## src/rtl/ddr_port_arbiter_pkg.sv

```systemverilog
// Shared definitions for the DDR read-port arbiter.
// Contents:
//   - requester index constants (instruction, feature and weight fetchers)
//   - FSM state encoding for the burst issuer
//   - return-tag record carried by the fixed-latency tag pipeline
//   - default memory read latency
package ddr_port_arbiter_pkg;

  localparam int ARB_REQ_INSTR   = 0;
  localparam int ARB_REQ_FEATURE = 1;
  localparam int ARB_REQ_WEIGHT  = 2;

  localparam int ARB_NUM_REQ     = 3;
  localparam int ARB_ID_WIDTH    = 2;
  localparam int ARB_RD_LATENCY  = 2;

  typedef enum logic {
    ARB_IDLE  = 1'b0,
    ARB_BURST = 1'b1
  } arb_state_e;

  // One entry per issued beat: who owns it and whether it closes the burst.
  typedef struct packed {
    logic                    vld;
    logic [ARB_ID_WIDTH-1:0] id;
    logic                    last;
  } arb_tag_t;

endpackage

```

## src/rtl/ddr_port_arbiter_rr_arbiter.sv

```systemverilog
// Combinational round-robin winner select.
// The search starts at the index just after ptr (the previous winner) and
// wraps modulo N, so the previous winner has the lowest priority.
// Ports:
//   req       in   N     request vector
//   ptr       in   ID_W  index of the previous winner
//   grant     out  N     one-hot winner (all zero when nothing requests)
//   id        out  ID_W  encoded winner index
//   any_grant out  1     at least one request present
module rr_arbiter #(
  parameter int N    = 3,
  parameter int ID_W = 2
) (
  input  logic [N-1:0]    req,
  input  logic [ID_W-1:0] ptr,
  output logic [N-1:0]    grant,
  output logic [ID_W-1:0] id,
  output logic            any_grant
);

  // NOTE: every output gets a default before the search loop; without it a
  // cycle with no request would leave the outputs holding, i.e. a latch.
  always_comb begin
    grant     = '0;
    id        = '0;
    any_grant = 1'b0;
    // Visit candidates in priority order ptr+1, ptr+2, ... ptr+N (mod N);
    // the first asserted one wins.
    for (int off = 1; off <= N; off++) begin
      for (int i = 0; i < N; i++) begin
        if (!any_grant && req[i] && (i == (int'(ptr) + off) % N)) begin
          grant[i]  = 1'b1;
          id        = ID_W'(i);
          any_grant = 1'b1;
        end
      end
    end
  end

endmodule

```

## src/rtl/ddr_port_arbiter.sv

```systemverilog
// Shares one external read port between the instruction, feature and weight
// fetchers. Whole bursts are granted round-robin; each beat's owner travels
// through a RD_LATENCY-deep tag pipeline so returning data is steered to the
// right requester even when a new burst has already started issuing.
// Ports:
//   clk        in   1                    clock
//   rst        in   1                    asynchronous reset, active low
//   req_valid  in   NUM_REQ              burst request, held until accepted
//   req_addr   in   NUM_REQ*ADDR_WIDTH   packed start addresses
//   req_len    in   NUM_REQ*LEN_WIDTH    packed burst length minus one
//   req_ready  out  NUM_REQ              one-hot acceptance pulse
//   rsp_valid  out  NUM_REQ              one-hot owner of the beat on rsp_data
//   rsp_last   out  1                    final beat of the returning burst
//   rsp_data   out  DATA_WIDTH           returned data (shared)
//   mem_addr   out  ADDR_WIDTH           external read address
//   mem_rd_en  out  1                    external read strobe
//   mem_rdata  in   DATA_WIDTH           external read data
//   busy       out  1                    issuing or data still in flight
//   grant_id   out  2                    current or most recent owner
module ddr_port_arbiter
  import ddr_port_arbiter_pkg::*;
#(
  parameter int NUM_REQ    = ARB_NUM_REQ,
  parameter int ADDR_WIDTH = 16,
  parameter int DATA_WIDTH = 128,
  parameter int LEN_WIDTH  = 4,
  parameter int RD_LATENCY = ARB_RD_LATENCY   // must be >= 1
) (
  input  logic                            clk,
  input  logic                            rst,
  input  logic [NUM_REQ-1:0]              req_valid,
  input  logic [NUM_REQ*ADDR_WIDTH-1:0]   req_addr,
  input  logic [NUM_REQ*LEN_WIDTH-1:0]    req_len,
  output logic [NUM_REQ-1:0]              req_ready,
  output logic [NUM_REQ-1:0]              rsp_valid,
  output logic                            rsp_last,
  output logic [DATA_WIDTH-1:0]           rsp_data,
  output logic [ADDR_WIDTH-1:0]           mem_addr,
  output logic                            mem_rd_en,
  input  logic [DATA_WIDTH-1:0]           mem_rdata,
  output logic                            busy,
  output logic [ARB_ID_WIDTH-1:0]         grant_id
);

  arb_state_e              state_q, state_d;
  logic [ARB_ID_WIDTH-1:0] rr_ptr_q;
  logic [ARB_ID_WIDTH-1:0] grant_id_q;
  logic [ADDR_WIDTH-1:0]   addr_q;
  logic [LEN_WIDTH-1:0]    beat_cnt_q;

  logic [NUM_REQ-1:0]      win_grant;
  logic [ARB_ID_WIDTH-1:0] win_id;
  logic                    win_any;
  logic [ADDR_WIDTH-1:0]   sel_addr;
  logic [LEN_WIDTH-1:0]    sel_len;
  logic                    accept;
  logic                    last_beat;

  arb_tag_t                tag_q [RD_LATENCY];
  arb_tag_t                tag_in;
  arb_tag_t                tag_out;
  logic                    tag_any_vld;

  rr_arbiter #(
    .N    (NUM_REQ),
    .ID_W (ARB_ID_WIDTH)
  ) u_rr_arbiter (
    .req       (req_valid),
    .ptr       (rr_ptr_q),
    .grant     (win_grant),
    .id        (win_id),
    .any_grant (win_any)
  );

  // Pick the winner's start address and length out of the packed buses.
  always_comb begin
    sel_addr = '0;
    sel_len  = '0;
    for (int i = 0; i < NUM_REQ; i++) begin
      if (win_grant[i]) begin
        sel_addr = req_addr[i*ADDR_WIDTH +: ADDR_WIDTH];
        sel_len  = req_len[i*LEN_WIDTH +: LEN_WIDTH];
      end
    end
  end

  // Next-state logic. Acceptance is also gated by rst so that req_ready
  // stays low for the whole time reset is held.
  always_comb begin
    state_d = state_q;
    accept  = 1'b0;
    case (state_q)
      ARB_IDLE: begin
        if (win_any && rst) begin
          accept  = 1'b1;
          state_d = ARB_BURST;
        end
      end
      ARB_BURST: begin
        if (beat_cnt_q == '0) state_d = ARB_IDLE;
      end
      default: state_d = ARB_IDLE;
    endcase
  end

  assign req_ready = accept ? win_grant : '0;
  assign mem_rd_en = (state_q == ARB_BURST);
  assign mem_addr  = mem_rd_en ? addr_q : '0;
  assign last_beat = mem_rd_en && (beat_cnt_q == '0);
  assign grant_id  = grant_id_q;

  // NOTE: state registers use non-blocking assignments so every flop samples
  // pre-edge values regardless of statement order.
  always_ff @(posedge clk or negedge rst) begin
    if (!rst) begin
      state_q    <= ARB_IDLE;
      rr_ptr_q   <= ARB_ID_WIDTH'(NUM_REQ - 1);
      grant_id_q <= '0;
      addr_q     <= '0;
      beat_cnt_q <= '0;
    end else begin
      state_q <= state_d;
      if (accept) begin
        addr_q     <= sel_addr;
        beat_cnt_q <= sel_len;
        grant_id_q <= win_id;
        rr_ptr_q   <= win_id;
      end else if (mem_rd_en) begin
        // Address wraps naturally modulo 2^ADDR_WIDTH.
        addr_q     <= addr_q + ADDR_WIDTH'(1);
        beat_cnt_q <= beat_cnt_q - LEN_WIDTH'(1);
      end
    end
  end

  // Tag pipeline: one stage per cycle of memory latency, so the tag of the
  // beat issued at cycle t is at the output exactly when its data arrives.
  assign tag_in = '{vld: mem_rd_en, id: grant_id_q, last: last_beat};

  // NOTE: this shift register must be reset (unlike a plain data RAM): a
  // stale vld bit would claim returning data for a burst reset abandoned.
  always_ff @(posedge clk or negedge rst) begin
    if (!rst) begin
      for (int i = 0; i < RD_LATENCY; i++) tag_q[i] <= '0;
    end else begin
      tag_q[0] <= tag_in;
      for (int i = 1; i < RD_LATENCY; i++) tag_q[i] <= tag_q[i-1];
    end
  end

  assign tag_out = tag_q[RD_LATENCY-1];

  always_comb begin
    rsp_valid = '0;
    for (int i = 0; i < NUM_REQ; i++) begin
      if (tag_out.vld && (tag_out.id == ARB_ID_WIDTH'(i))) rsp_valid[i] = 1'b1;
    end
  end

  always_comb begin
    tag_any_vld = 1'b0;
    for (int i = 0; i < RD_LATENCY; i++) tag_any_vld = tag_any_vld | tag_q[i].vld;
  end

  assign rsp_last = tag_out.vld & tag_out.last;
  assign rsp_data = mem_rdata;
  assign busy     = mem_rd_en | tag_any_vld;

endmodule

```

## config.mk

```make
export PLATFORM = sky130hd
export DESIGN_NAME = ddr_port_arbiter
export DESIGN_NICKNAME = d
export VERILOG_FILES = /design/src/rtl/ddr_port_arbiter_pkg.sv /design/src/rtl/ddr_port_arbiter_rr_arbiter.sv /design/src/rtl/ddr_port_arbiter.sv
export SDC_FILE = /design/constraint.sdc
export NUM_CORES = 1
export LEC_CHECK = 0
export CAP_MARGIN = 10
export CORE_AREA = 2 2 135 137
export CTS_CLUSTER_DIAMETER = 150
export DETAILED_ROUTE_END_ITERATION = 12
export DIE_AREA = 0 0 137 139
export PLACE_DENSITY = 0.64
export SLEW_MARGIN = 30
export SYNTH_ARGS = -nofsm -noshare
export SYNTH_HDL_FRONTEND = slang
export SYNTH_SLANG_ARGS = --single-unit
```

## constraint.sdc

```tcl
create_clock -name clk -period 2.7 [get_ports clk]
set_clock_uncertainty 0.1 [all_clocks]
set_input_delay 0.675 -clock clk [delete_from_list [all_inputs] [get_ports clk]]
set_output_delay 0.675 -clock clk [all_outputs]
set_load 0.05 [all_outputs]
```

# --- Yosys cells after proc, flatten, opt, wreduce, memory -nomap -nowiden ---
# Index checks and enable logic that the tools add are counted.
classes:
  n_addsub: 5
  n_div: 3
  eq_ne: 8
  n_mux: 44
  bitwise: 4
  n_reduce_logical: 36
op_table:
  columns: ["operator", "n"]
  rows:
  - ["== test 2 x 32 -> 1 bit (first input constant)", 3]
  - ["== test 3 x 32 -> 1 bit (first input constant)", 3]
  - ["zero test 32 bit", 3]
  - ["remainder unit 32 x 3 -> 32 bit (second input constant)", 3]
  - ["2-to-1 mux 16 bit", 6]
  - ["2-to-1 mux 1 bit", 24]
  - ["logical AND 1 bit", 22]
  - ["2-to-1 mux 4 bit", 5]
  - ["adder 16 x 1 -> 16 bit (second input constant)", 1]
  - ["2-to-1 mux 2 bit", 7]
  - ["zero test 1 bit", 8]
  - ["adder 2 x 2 -> 3 bit (second input constant)", 2]
  - ["zero test 4 bit", 1]
  - ["subtractor 4 x 1 -> 4 bit (second input constant)", 1]
  - ["adder 2 x 1 -> 3 bit (second input constant)", 1]
  - ["2-to-1 mux 3 bit", 1]
  - ["== test 2 x 1 -> 1 bit (second input constant)", 1]
  - ["== test 2 bit (second input constant)", 1]
  - ["zero test 2 bit", 1]
  - ["bitwise OR 1 bit", 2]
  - ["case mux 1 bit (2 select lines)", 1]
  - ["nonzero test 2 bit", 1]
  - ["bitwise AND 1 bit", 1]
  - ["inverter 1 bit", 1]
word_totals:
  register_bits: 33
  inputBits: 193
  out_inout_bits: 155
  wordCells: 111

# --- Logic depth before layout (Yosys ltp) ---
# Gate-level depths: netlist of the first run.
depth:
  word_depth: 41
  mapped_depth: 9
  mapped_depth_nobuf: 7

# --- By module ---
# From an unflattened synthesis of the first run, not the netlist that was laid out.
hier_totals:
  cells_unflattened: 390
  hier_area_um2: 3239.4
modules_own_cells:
  columns: ["module", "n_inst", "cells_each", "area_each_um2", "seq_area_each_um2"]
  rows:
  - ["ddr_port_arbiter", 1, 370, 3095.5, 802.0]
  - ["rr_arbiter", 1, 20, 143.9, 0.0]

# --- Least setup slack after synthesis of the first run ---
# No wires, ideal clock.
synth_path:
  path_type: "register -> output"
  start: "register rr_ptr_q[1]"
  end: "output req_ready[2]"
  arrival_ps: 2237
  required_time_ps: 1925
  setup_slack_ps: -312
  stages_incl_launch_ff: 5
  path_buffers: 0
  cell_sequence: "dfstp_2 > ha_1 > nand2b_1 > a2111o_1 > nor2_1"
synth_between:
  elab_chain_len: 41
  elab_cells_between_ends: 56
  cone_classes: "add/sub (3); div (3); eq/ne (6); mux (15); reduce/logical (29)"
synth_rtl:
  columns: ["element", "line", "rtl"]
  rows:
  - ["start, declared", "ddr_port_arbiter.sv:46", "logic [ARB_ID_WIDTH-1:0] rr_ptr_q;"]
  - ["start signal, assigned", "ddr_port_arbiter.sv:117", "rr_ptr_q <= ARB_ID_WIDTH'(NUM_REQ - 1);"]
  - ["start signal, assigned", "ddr_port_arbiter.sv:127", "rr_ptr_q <= win_id;"]
  - ["adder 2 x 1 -> 3 bit", "ddr_port_arbiter_rr_arbiter.sv:31", "if (!any_grant && req[i] && (i == (int'(ptr) + off) % N)) begin"]
  - ["remainder unit 32 x 3 -> 32 bit", "ddr_port_arbiter_rr_arbiter.sv:31", null]
  - ["zero test 32 bit", "ddr_port_arbiter_rr_arbiter.sv:31", null]
  - ["logical AND 1 bit", "ddr_port_arbiter_rr_arbiter.sv:31", null]
  - ["2-to-1 mux 1 bit", "ddr_port_arbiter_rr_arbiter.sv:31", null]
  - ["zero test 1 bit", "ddr_port_arbiter_rr_arbiter.sv:31", null]
  - ["logical AND 1 bit (2 in a row)", "ddr_port_arbiter_rr_arbiter.sv:31", null]
  - ["2-to-1 mux 1 bit", "ddr_port_arbiter_rr_arbiter.sv:31", null]
  - ["[... 23 more ...]", null, null]
  - ["2-to-1 mux 1 bit", "ddr_port_arbiter_rr_arbiter.sv:31", null]
  - ["zero test 1 bit", "ddr_port_arbiter_rr_arbiter.sv:31", null]
  - ["logical AND 1 bit (2 in a row)", "ddr_port_arbiter_rr_arbiter.sv:31", null]
  - ["2-to-1 mux 1 bit", "ddr_port_arbiter_rr_arbiter.sv:31", null]
  - ["logical AND 1 bit", "ddr_port_arbiter.sv:94", "if (win_any && rst) begin"]
  - ["2-to-1 mux 1 bit", "ddr_port_arbiter.sv:94", null]
  - ["2-to-1 mux 1 bit", "ddr_port_arbiter.sv:92", "case (state_q)"]
  - ["2-to-1 mux 3 bit (*)", "ddr_port_arbiter.sv:106", "assign req_ready = accept ? win_grant : '0;"]
  - ["end, declared", "ddr_port_arbiter.sv:34", "output logic [NUM_REQ-1:0] req_ready,"]
# Every way passes the cells marked *; elsewhere a longest branch is shown, timed or not.

# --- Worst setup path in the final report of the first run ---
layout_path:
  start: "register rr_ptr_q[1]"
  end: "output req_ready[0]"
# The elaborated chain is that of the path after synthesis.

==> results.md, run 1 <==
| Quantity | Value |
|:---|:---|
| Status | finished, violations left |
| Violations in the final reports | negative setup slack |
| Sort of element at the end of the critical path | output port |
| Buffers on Ports | 91 |
| Largest cells by area after synthesis | sky130_fd_sc_hd__buf_4, sky130_fd_sc_hd__dfrtp_1, sky130_fd_sc_hd__o21ai_0, sky130_fd_sc_hd__and2_1, sky130_fd_sc_hd__a22oi_1 |
| Antenna Nets Post-Route | 0 |
| Layout Cell Area excl Fill | 3950 um^2 |
| Number of enable flip-flop cells after synthesis | 0 |
| TritonCTS clock tree | yes |
| Std-Cell Core Area | 17,700 um^2 |
| Synth top area share | 31.1% |
| Category of cells accounting for the largest share of critical-path delay | simple AND/OR/NAND/NOR gates |
| Maximum level of the CTS H-tree | 2 |
| Count of state elements after synthesis | 32 |
| Buffer type at the clock tree root | sky130_fd_sc_hd__clkbuf_16 |
| Sum Neg Setup Slack | -0.0456 ns |
| WP data required | 1.92 ns |
| Number of global-route vias before repair | 2,616 |
| Post-synth ARST share | 100% |
| Starting density of the core | 17.8% |
| R2r endpoint | addr_q[8]$_DFFE_PN0P_ |
| Synth Cell Area | 3130 um^2 |
| Launching element type of the critical path | register |
| Worst path slowest cell | sky130_fd_sc_hd__dfstp_2 |
| Number of instances in the synthesized netlist | 375 |
| Antenna violations before repair | 0 |
| Final WS setup | -0.0217 ns |
| Height of the chip | 139 um |
| Crit path buf inv count | 1 |
| Period minus WS final | 2.72 ns |
| Clock-pin slew of the registers on the worst-case setup and hold paths | 0.06 ns |
| Actual slew at the worst max-slew pin | 0.513 ns |
| Leakage power of the design | 1.53 nW |
| First-pass GRT wire length | 16,100 um |
| Unique cell type count in the Yosys netlist | 44 |
| CTS Hold Buffers Added | 0 |
| Insertion delay of the later-clocked pin in the worst-skew pair | 0.28 ns |
| Crit-path cells | ha_4 -> or3_4 -> o311ai_4 -> nor2_2 -> and2_4 -> buf_12 |
| Number of buffers created by CTS | 5 |
| Final max-slew violation count | 0 |
| Nets | 555 |
| DP Cell Count | 570 |
| Fmax | 367 MHz |
| Most used cells in the layout excluding fill and tap cells | sky130_fd_sc_hd__clkdlybuf4s50_1, sky130_fd_sc_hd__o21ai_0, sky130_fd_sc_hd__dfrtp_1, sky130_fd_sc_hd__buf_4, sky130_fd_sc_hd__buf_12 |
| Vias per cell | 4.27 |
| Net count of the mapped netlist | 572 |
| Normalized max-slew margin | 65.7% |
| Total via count in the routed design | 2,510 |
| Die footprint | 19,000 um^2 |
| Number of non-filler instances in the completed layout | 588 |
| Synthesis-to-layout area growth | 26.1% |
| Worst path depth | 6 |
| Total setup violations reported at the end of the flow | 3 |
| CTS max path bufs | 2 |
| # DRC | 0 |
| Drt wl/cell | 18.7 um |
| Number of max-capacitance violations reported | 0 |
| Source of the worst hold timing path | tag_q[6]$_DFF_PN0_ |
| Avg Inst Size Synth | 8.36 um^2 |
| Congestion Overflow GR | 0 |
| Hold-critical path depth | 0 |
| IO Count | 348 |
| Routed Wire Length | 11,000 um |
| Tcrit/Tclk final | 101% |
| Number of diodes added for antenna fixing | 0 |
| Total of warnings raised by yosys | 0 |
| Maximum ir drop on the vdd rail | 0.436 mV |
| Start of the worst register-to-register path | rr_ptr_q[1]$_DFFE_PN1P_ |
| Final count of hold timing violations | 0 |
| All-layer global routing usage | 11.5% |
| Slowest stage delay, CP | 0.56 ns |
| Number of sinks handled by clock tree synthesis | 32 |
| Hold Path Class | register to register |
| Row Count | 49 |
| Die W | 137 um |
| Final RePlAce weighted congestion | 0.753 |
| Classification of the worst setup path | register to output port |
| Endpoint with the worst hold slack | tag_out[2]$_DFF_PN0_ |
| Unrepaired setup endpoints after global routing | true |
| Depth of the most critical reg-to-reg path | 13 |
| Arr. time, crit path | 1.95 ns |
| Most common cell after layout, fill and taps aside | sky130_fd_sc_hd__clkdlybuf4s50_1 |
| Detailed-placement wirelength estimate | 8660 um |
| Iteration count of the initial detailed-routing pass | 4 |
| Leading register cell type out of synthesis | sky130_fd_sc_hd__dfrtp_1 |
| Power density relative to cell area | 1140 nW/um^2 |
| Largest area contributor in the synthesized netlist | sky130_fd_sc_hd__buf_4 |
| Fraction of the yosys area taken by sequential cells | 25.6% |
| Instance area after placement | 3660 um^2 |
| R2R setup slack | 0.05 ns |
| Power consumption | 4.49 mW |
| First DRT Iteration DRCs | 65 |
| Maximum net fanout on the critical path | 5 |
| Fraction of layout cells with a size suffix above 1 | 21.7% |
| Pin count of the biggest net entering global routing | 33 |
==> report_power, final <==
part / internal (mW) / leakage [nW] / switching (mW)
Clock: 0.343 / 0.0660 / 0.246
Sequential: 0.704 / 0.388 / 0.249
Combinational: 1.37 / 1.08 / 1.57
==> registers in the layout, summed over array words and instances (netlist names) <==
name / flops
addr_q: 16
beat_cnt_q: 4
grant_id: 1
mem_rd_en: 1
rr_ptr_q: 2
tag_out: 4
tag_q: 4
==> worst reg2reg max path: stages, from the launching register on <==
cell and delay, ns:
sky130_fd_sc_hd__dfstp_2 0.56, sky130_fd_sc_hd__ha_4 0.22, sky130_fd_sc_hd__or3_4 0.40, sky130_fd_sc_hd__o311ai_4 0.09, sky130_fd_sc_hd__nor2_2 0.08, sky130_fd_sc_hd__buf_4 0.14, sky130_fd_sc_hd__buf_4 0.12, sky130_fd_sc_hd__buf_4 0.12
sky130_fd_sc_hd__buf_4 0.12, sky130_fd_sc_hd__buf_4 0.12, sky130_fd_sc_hd__buf_4 0.12, sky130_fd_sc_hd__buf_4 0.13, sky130_fd_sc_hd__o21ai_0 0.09, sky130_fd_sc_hd__o221ai_1 0.14
==> how the worst max path moves through the flow <==
stage / start / to / slack [ns]
5_1_grt: rr_ptr_q[1]$_DFFE_PN1P_ / req_ready[0] / -0.07
2_1_floorplan: rr_ptr_q[1]$_DFFE_PN1P_ / req_ready[1] / 0.05
6_report: rr_ptr_q[1]$_DFFE_PN1P_ / req_ready[0] / -0.02
3_3_place_gp: req_valid[1] / req_ready[0] / -0.22
3_5_place_dp: req_valid[1] / req_ready[0] / -0.24
4_1_cts: rr_ptr_q[1]$_DFFE_PN1P_ / req_ready[0] / -0.03
==> per-layer routing <==
layer  vias up  track usage (%)  wire length (um)
li1       1143                -                 -
met1      1174             12.0              3870
met2       118             18.7              5230
met3        75             4.90              1220
met4         0             7.38               689
met5         -                0                 0
==> cell usage after synthesis (6+ instances only) <==
cell type	number
sky130_fd_sc_hd__buf_4	130
sky130_fd_sc_hd__o21ai_0	34
sky130_fd_sc_hd__dfrtp_1	31
sky130_fd_sc_hd__and2_1	18
sky130_fd_sc_hd__a22oi_1	14
sky130_fd_sc_hd__and3_1	13
sky130_fd_sc_hd__clkbuf_1	12
sky130_fd_sc_hd__nor2_1	10
sky130_fd_sc_hd__o22ai_1	10
sky130_fd_sc_hd__a21oi_1	9
sky130_fd_sc_hd__nand2_1	8
sky130_fd_sc_hd__nand3_1	8
sky130_fd_sc_hd__xnor2_1	8
sky130_fd_sc_hd__inv_1	7
sky130_fd_sc_hd__a21o_1	6
sky130_fd_sc_hd__xor2_1	6
==> stage by stage <==
stage,setup slack (ns),util (%),hold slack (ns)
floorplan,0.0520,-,0.231
global placement,-0.217,20.7,0.232
detailed placement,-0.238,20.7,0.235
CTS,-0.0290,22.2,0.249
global route,-0.0650,22.4,0.257
finish,-0.0217,22.4,0.247
==> kinds of logic after synthesis <==
kind of cell	count (synthesis)	share of synthesized area (%)
flip-flops	32	25.6
AO/OA/AOI/OAI	92	19.7
AND/OR/NAND/NOR	80	14.6
buffers and inverters	153	34.7
XOR/XNOR	14	3.91
adder cells (fa/ha/maj)	4	1.60
==> repair_timing <==
| action | 4_1_cts | 5_1_grt |
|---|---|---|
| pin swaps | 2 | 2 |
| resized for setup | 14 | 3 |
| setup endpoints to repair | 3 | 6 |
| setup buffers | 8 | 2 |
==> final cells by class <==
type                    count  area [um^2]
fillers                  1975        13700
repair buffers            122         1360
multi-input cells         190         1330
flip-flops and latches     32          802
well taps                 229          287
clock buffers               5          125
inverters                   7         26.3
clock inverters             3         23.8
Note: power is estimated with default switching activity, not from simulation.
==> run 2, diff against run 1 <==
--- a/config.mk
+++ b/config.mk
@@ -5,12 +5,13 @@
 export SDC_FILE = /design/constraint.sdc
 export NUM_CORES = 1
 export LEC_CHECK = 0
+export ABC_AREA = 1
 export CAP_MARGIN = 10
-export CORE_AREA = 2 2 135 137
+export CORE_AREA = 2 2 134 136
 export CTS_CLUSTER_DIAMETER = 150
 export DETAILED_ROUTE_END_ITERATION = 12
-export DIE_AREA = 0 0 137 139
-export PLACE_DENSITY = 0.64
+export DIE_AREA = 0 0 136 138
+export PLACE_DENSITY = 0.66
 export SLEW_MARGIN = 30
 export SYNTH_ARGS = -nofsm -noshare
 export SYNTH_HDL_FRONTEND = slang
==> run 2 against run 1 <==
Compared with the run above:
- via count rose by 12%
- utilization rose by 0.99 points
- global-route usage rose by 0.54 points
- first-iteration DRC count rose by 29%
- clock power fell by 3%
- the flow still finishes with violations (negative setup slack)
- synthesized cell count rose by 29%
- critical path type unchanged
- fmax fell by 4.9%
- non-clock buffer count fell by 7
- sequential share of layout area fell by 0.72 points
==> results.md, run 2 <==
| Quantity | Value | Change |
|:---|:---|:---|
| Fraction of layout cells with a size suffix above 1 | 18.9% | -2.8 points |
| First DRT Iteration DRCs | 84 | +29% |
| Congestion Overflow GR | 0 | unchanged |
| Maximum level of the CTS H-tree | 2 | unchanged |
| Die W | 136 um | -0.73% |
| Drt wl/cell | 16.5 um | -12% |
| Number of enable flip-flop cells after synthesis | 0 | unchanged |
| Nets | 662 | +19% |
| Worst path slowest cell | sky130_fd_sc_hd__dfstp_2 |  |
| DP Cell Count | 685 | +20% |
| Largest cells by area after synthesis | sky130_fd_sc_hd__buf_4, sky130_fd_sc_hd__dfrtp_1, sky130_fd_sc_hd__nand2_1, sky130_fd_sc_hd__inv_1, sky130_fd_sc_hd__a21oi_1 |  |
| Combinational cell fraction of total power | 71.5% | +5.9 points |
| Antenna violations before repair | 0 | unchanged |
| # DRC | 0 | unchanged |
| Most used cells in the layout excluding fill and tap cells | sky130_fd_sc_hd__nand2_1, sky130_fd_sc_hd__clkdlybuf4s50_1, sky130_fd_sc_hd__inv_1, sky130_fd_sc_hd__dfrtp_1, sky130_fd_sc_hd__a21oi_1 |  |
| Switching power total | 2.59 mW | +25% |
| Clock network fraction of total power | 11.0% | -2.1 points |
| Largest area contributor in the synthesized netlist | sky130_fd_sc_hd__buf_4 |  |
| First-pass GRT wire length | 16,800 um | +3.9% |
| Synth Cell Area | 3370 um^2 | +7.7% |
| Tcrit/Tclk final | 106% | +5.2 points |
| Slowest stage delay, CP | 0.56 ns | about the same |
| Arr. time, crit path | 2.09 ns | +0.14 ns |
| Total via count in the routed design | 2,808 | +12% |
| Vias per cell | 4.04 | -5.4% |
| IO Count | 348 | unchanged |
| Sort of element at the end of the critical path | output port |  |
| Largest register by flop count | addr_q |  |
| Most frequent cell after synthesis | sky130_fd_sc_hd__buf_4 |  |
| Pin count of the biggest net entering global routing | 33 | unchanged |
| Clock-pin slew of the registers on the worst-case setup and hold paths | 0.05 ns | about the same |
| WP data required | 1.92 ns | about the same |
| Leading register cell type out of synthesis | sky130_fd_sc_hd__dfrtp_1 |  |
| Most common cell after layout, fill and taps aside | sky130_fd_sc_hd__nand2_1 |  |
| Insertion delay of the later-clocked pin in the worst-skew pair | 0.28 ns | about the same |
| Maximum net fanout on the critical path | 3 | -2 |
| Power share of the sequential group | 17.5% | -3.7 points |
| Power density relative to cell area | 1270 nW/um^2 | +12% |
| Launching element type of the critical path | register |  |
| Status | finished, violations left |  |
| Leakage power of the design | 1.95 nW | +27% |
| Number of non-filler instances in the completed layout | 695 | +18% |
| Classification of the worst setup path | register to output port |  |
| Buffer type at the clock tree root | sky130_fd_sc_hd__clkbuf_16 |  |
| Row Count | 49 | unchanged |
| Period minus WS final | 2.86 ns | +0.140 ns |
| Unique cell type count in the Yosys netlist | 36 | -18% |
| Hold Path Class | register to register |  |
| Iteration count of the initial detailed-routing pass | 4 | unchanged |
| Met2 demand-to-capacity share in global routing | 20.9% | +2.2 points |
| Net count of the mapped netlist | 682 | +19% |
| Commonest cells post-synth | sky130_fd_sc_hd__buf_4, sky130_fd_sc_hd__nand2_1, sky130_fd_sc_hd__inv_1 |  |
| Max reg flops | 16 | unchanged |
| Final max-slew violation count | 0 | unchanged |
| Crit-path cells | inv_2 -> ha_4 -> nand2_4 -> nand3_4 -> nor2_4 -> nand3_2 -> nor2_2 -> nand3_2 -> nand3_4 -> inv_4 -> nand2_4 -> clkinvlp_4 -> buf_12 |  |
| Synthesis-to-layout area growth | 21.5% |  |
| Instance area after placement | 3890 um^2 | +6.5% |
| All-layer global routing usage | 12.0% | +0.54 points |
| Normalized max-slew margin | 65.3% | -0.39 points |
| Maximum ir drop on the vdd rail | 0.369 mV | -15% |
| Category of cells accounting for the largest share of critical-path delay | simple AND/OR/NAND/NOR gates |  |
| Number of max-capacitance violations reported | 0 | unchanged |
| Routed Wire Length | 11,500 um | +4.4% |
| Die footprint | 18,800 um^2 | -1.4% |
| Synth top area share | 29.1% | -2.0 points |
| Met3 track utilization from global routing | 6.67% | +1.8 points |
| Cell internal pwr | 2.62 mW | +8.3% |
| Buffers on Ports | 91 | unchanged |
| Power consumption | 5.21 mW | +16% |
| Total setup violations reported at the end of the flow | 3 | unchanged |
| CTS max path bufs | 2 | unchanged |
| Final RePlAce weighted congestion | 0.870 | +16% |
| Crit path buf inv count | 4 | +3 |
| Switching share of total power | 49.7% | +3.6 points |
| Violations in the final reports | negative setup slack |  |
| Met1 Usage GRT | 11.0% | -0.96 points |
| Layout Cell Area excl Fill | 4100 um^2 | +3.7% |
| Most used routing layer in global routing | met2 |  |
| Final count of hold timing violations | 0 | unchanged |
| Actual slew at the worst max-slew pin | 0.519 ns | +0.00590 ns |
| Number of diodes added for antenna fixing | 0 | unchanged |
| Fraction of the yosys area taken by sequential cells | 23.8% | -1.8 points |
| Count of state elements after synthesis | 32 | unchanged |
| Number of instances in the synthesized netlist | 485 | +29% |
| Fmax | 349 MHz | -4.9% |
| Number of buffers created by CTS | 5 | unchanged |
| Detailed-placement wirelength estimate | 9690 um | +12% |
| TritonCTS clock tree | yes |  |
| Std-Cell Core Area | 17,500 um^2 | -0.69% |
| Number of global-route vias before repair | 2,720 | +4.0% |
| Number of sinks handled by clock tree synthesis | 32 | unchanged |
| Post-synth ARST share | 100% | unchanged |
| Avg Inst Size Synth | 6.96 um^2 | -17% |
| Starting density of the core | 19.2% | +1.5 points |
| Unrepaired setup endpoints after global routing | true |  |
| Antenna Nets Post-Route | 0 | unchanged |
| Final WS setup | -0.162 ns | -0.140 ns |
| Height of the chip | 138 um | -0.72% |
| Total of warnings raised by yosys | 0 | unchanged |
run 2: per-stage QoR:
step	hold slack, ns	worst slack (ns)	util, %	setup TNS (ns)
finish	0.248	-0.162	23.4	-0.400
global route	0.268	-0.234	23.4	-0.622
CTS	0.250	-0.190	23.4	-0.479
detailed placement	0.238	-0.391	22.2	-1.74
global placement	0.232	-0.323	22.2	-1.38
floorplan	0.231	-0.0141	-	-0.0141
run 2: layout make-up:
class	count	area (um^2)
Clock inverter	2	10.0
Tap cell	229	287
Fill cell	2018	13400
Clock buffer	6	139
Multi-Input combinational cell	265	1380
Timing Repair Buffer	115	1310
Sequential cell	32	802
Inverter	46	180
run 2: power by group through the flow:
stage	Combinational (mW)	Sequential [mW]	Clock (mW)
after floorplan	2.69	0.908	0
after global placement	3.67	0.913	0
after detailed placement	3.70	0.922	0
after CTS	3.79	0.915	0.584
after global routing	4.08	0.951	0.603
final	3.73	0.913	0.572
run 2: routing by layer:
metal | part of all wire [%] | vias up
met2 | 49 | 165
met5 | 0 | -
met3 | 15 | 52
li1 | - | 1357
met1 | 31 | 1234
met4 | 5.1 | 0
run 2: what timing repair did:
item,in CTS,in global routing
setup endpoints to repair,3,3
pin swaps,5,1
resized for setup,14,0
hold buffers,0,0
buffers inserted,2,0
run 2: final timing paths:
path / from / end / slack (ns) / cells after the start
worst max-delay path: rr_ptr_q[1]$_DFFE_PN1P_ / req_ready[2] / -0.16 / 13
worst min-delay path: tag_q[5]$_DFF_PN0_ / tag_out[1]$_DFF_PN0_ / 0.25 / 0
worst max register to register: rr_ptr_q[1]$_DFFE_PN1P_ / addr_q[7]$_DFFE_PN0P_ / 0.38 / 15
worst min register to register: tag_q[5]$_DFF_PN0_ / tag_out[1]$_DFF_PN0_ / 0.25 / 0
max in group asynchronous: rst / rr_ptr_q[1]$_DFFE_PN1P_ / 1.76 / 2
min in group asynchronous: rst / tag_q[7]$_DFF_PN0_ / 0.41 / 2
run 2: kinds of logic (layout without fill, tap and decap cells):
| kind of cell | count (synthesis) | in the layout | share of synthesized area, % |
|---|---|---|---|
| AND/OR/NAND/NOR | 193 | 193 | 25.4 |
| XOR/XNOR | 6 | 6 | 1.56 |
| adder cells (fa/ha/maj) | 4 | 4 | 1.48 |
| buffers and inverters | 188 | 169 | 36.8 |
| AO/OA/AOI/OAI | 62 | 62 | 11.0 |
| flip-flops | 32 | 32 | 23.8 |
==> run 3, diff against run 2 <==
--- a/config.mk
+++ b/config.mk
@@ -6,7 +6,6 @@
 export NUM_CORES = 1
 export LEC_CHECK = 0
 export ABC_AREA = 1
-export CAP_MARGIN = 10
 export CORE_AREA = 2 2 134 136
 export CTS_CLUSTER_DIAMETER = 150
 export DETAILED_ROUTE_END_ITERATION = 12
==> constraint.sdc (replaced) <==
create_clock -name clk -period 2.83 [get_ports clk]
set_clock_uncertainty 0.1 [all_clocks]
set_input_delay 0.7075 -clock clk [delete_from_list [all_inputs] [get_ports clk]]
set_output_delay 0.7075 -clock clk [all_outputs]
set_load 0.05 [all_outputs]
==> run 3 against run 2 <==
Compared with the run above:
- the flow now finishes without violations
- wire length up 3.6%
- design area up 1.6%
- global-route usage up 0.41 points
- die area unchanged
- first-iteration DRC count up 29%
- largest power group unchanged
- final cell count up 0.86%
- critical endpoint is now req_ready[0]
- sequential power down 3.5%
- register-to-register slack about the same
- power down 3.0%
- combinational power down 5%
==> results.md, run 3 (synthesized netlist as in run 2, its figures left out) <==
| Quantity | Value | Change |
|:---|:---|:---|
| Fraction of layout cells with a size suffix above 1 | 20.1% | +1.2 points |
| Detailed-placement wirelength estimate | 9750 um | +0.71% |
| Height of the chip | 138 um | unchanged |
| Number of global-route vias before repair | 2,903 | +6.7% |
| Power density relative to cell area | 1210 nW/um^2 | -4.5% |
| Buffers on Ports | 91 | unchanged |
| Hold-critical path depth | 0 | unchanged |
| Number of non-filler instances in the completed layout | 701 | +0.86% |
| Crit path buf inv count | 3 | -1 |
| CTS max path bufs | 2 | unchanged |
| Launching element type of the critical path | register |  |
| Number of buffers created by CTS | 5 | unchanged |
| All-layer global routing usage | 12.4% | +0.41 points |
| Die W | 136 um | unchanged |
| Depth of the most critical reg-to-reg path | 12 | -3 |
| Sum Neg Setup Slack | 0 ns | +0.400 ns |
| Routed Wire Length | 11,900 um | +3.6% |
| Start of the worst register-to-register path | rr_ptr_q[0]$_DFFE_PN0P_ |  |
| Die footprint | 18,800 um^2 | unchanged |
| Final RePlAce weighted congestion | 0.760 | -13% |
| Vias per cell | 4.05 | +0.34% |
| Maximum ir drop on the vdd rail | 0.280 mV | -24% |
| Pin count of the biggest net entering global routing | 34 | +3.0% |
| Nets | 668 | +0.91% |
| Clock-pin slew of the registers on the worst-case setup and hold paths | 0.05 ns | about the same |
| Iteration count of the initial detailed-routing pass | 4 | unchanged |
| Most used cells in the layout excluding fill and tap cells | sky130_fd_sc_hd__nand2_1, sky130_fd_sc_hd__clkdlybuf4s50_1, sky130_fd_sc_hd__inv_1, sky130_fd_sc_hd__dfrtp_1, sky130_fd_sc_hd__buf_4 |  |
| Starting density of the core | 19.2% | unchanged |
| Buffer type at the clock tree root | sky130_fd_sc_hd__clkbuf_16 |  |
| Insertion delay of the later-clocked pin in the worst-skew pair | 0.28 ns | about the same |
| Category of cells accounting for the largest share of critical-path delay | simple AND/OR/NAND/NOR gates |  |
| Synthesis-to-layout area growth | 23.4% |  |
| Crit-path cells | inv_2 -> ha_4 -> nand2_4 -> nand3_4 -> nor2_4 -> nand3_2 -> nor2_2 -> nand3_2 -> nand3_4 -> buf_6 -> a21oi_4 -> buf_12 |  |
| Endpoint with the worst hold slack | tag_out[1]$_DFF_PN0_ |  |
| Number of diodes added for antenna fixing | 0 | unchanged |
| Arr. time, crit path | 2.01 ns | -0.08 ns |
| Tcrit/Tclk final | 99.6% |  |
| Sort of element at the end of the critical path | output port |  |
| Drt wl/cell | 17.0 um | +2.7% |
| Congestion Overflow GR | 0 | unchanged |
| Period minus WS final | 2.82 ns |  |
| # DRC | 0 | unchanged |
| Maximum net fanout on the critical path | 3 | unchanged |
| Worst path depth | 12 | -1 |
| Max reg flops | 16 | unchanged |
| R2r endpoint | addr_q[9]$_DFFE_PN0P_ |  |
| Actual slew at the worst max-slew pin | 0.507 ns | -0.0117 ns |
| WP data required | 2.02 ns | +0.10 ns |
| Final count of hold timing violations | 0 | unchanged |
| Normalized max-slew margin | 66.1% | +0.79 points |
| First DRT Iteration DRCs | 108 | +29% |
| Row Count | 49 | unchanged |
| Leakage power of the design | 1.99 nW | +2.5% |
| Worst Hold Margin | 0.245 ns | -0.00280 ns |
| Total via count in the routed design | 2,842 | +1.2% |
| Number of sinks handled by clock tree synthesis | 32 | unchanged |
| Antenna Nets Post-Route | 0 | unchanged |
| Std-Cell Core Area | 17,500 um^2 | unchanged |
| Unrepaired setup endpoints after global routing | true |  |
| First-pass GRT wire length | 17,500 um | +4.0% |
| Util after Layout | 23.7% | +0.36 points |
| Classification of the worst setup path | register to output port |  |
| Final max-slew violation count | 0 | unchanged |
| Most common cell after layout, fill and taps aside | sky130_fd_sc_hd__nand2_1 |  |
| CTS Hold Buffers Added | 0 | unchanged |
| R2R setup slack | 0.37 ns | about the same |
| Number of max-capacitance violations reported | 0 | unchanged |
| Maximum level of the CTS H-tree | 2 | unchanged |
| IO Count | 348 | unchanged |
| TritonCTS clock tree | yes |  |
| Power consumption | 5.05 mW | -3.0% |
| Total setup violations reported at the end of the flow | 0 | -3 |
| Source of the worst hold timing path | tag_q[5]$_DFF_PN0_ |  |
| Fmax | 355 MHz |  |
| Largest register by flop count | addr_q |  |
| Worst path slowest cell | sky130_fd_sc_hd__dfstp_2 |  |
| Number of inserted filler cells in the final layout | 1,969 | -2.4% |
| Status | completed |  |
| Hold Path Class | register to register |  |
| Antenna violations before repair | 0 | unchanged |
| Slowest stage delay, CP | 0.56 ns | about the same |
| DP Cell Count | 684 | -0.15% |
[run 3: through the flow]
stage | instance area (um^2) | setup slack, ns
after global routing | 4160 | -0.0920
after floorplan | 3380 | 0.0675
final | 4160 | 0.0102
after detailed placement | 3860 | -0.237
after CTS | 4140 | -0.0367
after global placement | 3860 | -0.199
[run 3: worst max-delay path by stage]
stage	end	start
2_1_floorplan	req_ready[2]	rr_ptr_q[1]$_DFFE_PN1P_
3_3_place_gp	req_ready[2]	req_valid[1]
3_5_place_dp	req_ready[2]	req_valid[1]
4_1_cts	req_ready[2]	rr_ptr_q[1]$_DFFE_PN1P_
5_1_grt	req_ready[0]	rr_ptr_q[1]$_DFFE_PN1P_
6_report	req_ready[0]	rr_ptr_q[1]$_DFFE_PN1P_
[run 3: final cells by class]
class / instances / area, um^2 / share of cell area, %
clock inverter: 3 / 42.5 / 1.02
inverter: 46 / 181 / 4.36
multi-input combinational: 265 / 1400 / 33.6
sequential: 32 / 802 / 19.3
tap: 229 / 287 / 6.88
timing repair buffer: 121 / 1330 / 31.9
clock buffer: 5 / 125 / 3.00
[run 3: power by group]
| part | total [mW] | switching [mW] | internal [mW] |
|---|---|---|---|
| sequential | 0.881 | 0.203 | 0.679 |
| clock | 0.620 | 0.207 | 0.413 |
| combinational | 3.55 | 2.08 | 1.47 |
| total | 5.05 | 2.49 | 2.56 |
[run 3: per-layer routing]
layer	share of wire [%]	global-route usage, %	vias to the layer above
met4	5.5	6.58	0
met2	50	21.7	148
met5	0	0	-
li1	-	-	1364
met3	12	6.16	56
met1	32	11.8	1274
[run 3: timing repair]
action                     in CTS  in global routing
gates resized for setup        19                  3
pin swaps                       7                  4
setup endpoints to repair       3                  3
cloned                          0                  0
setup buffers                   7                  2
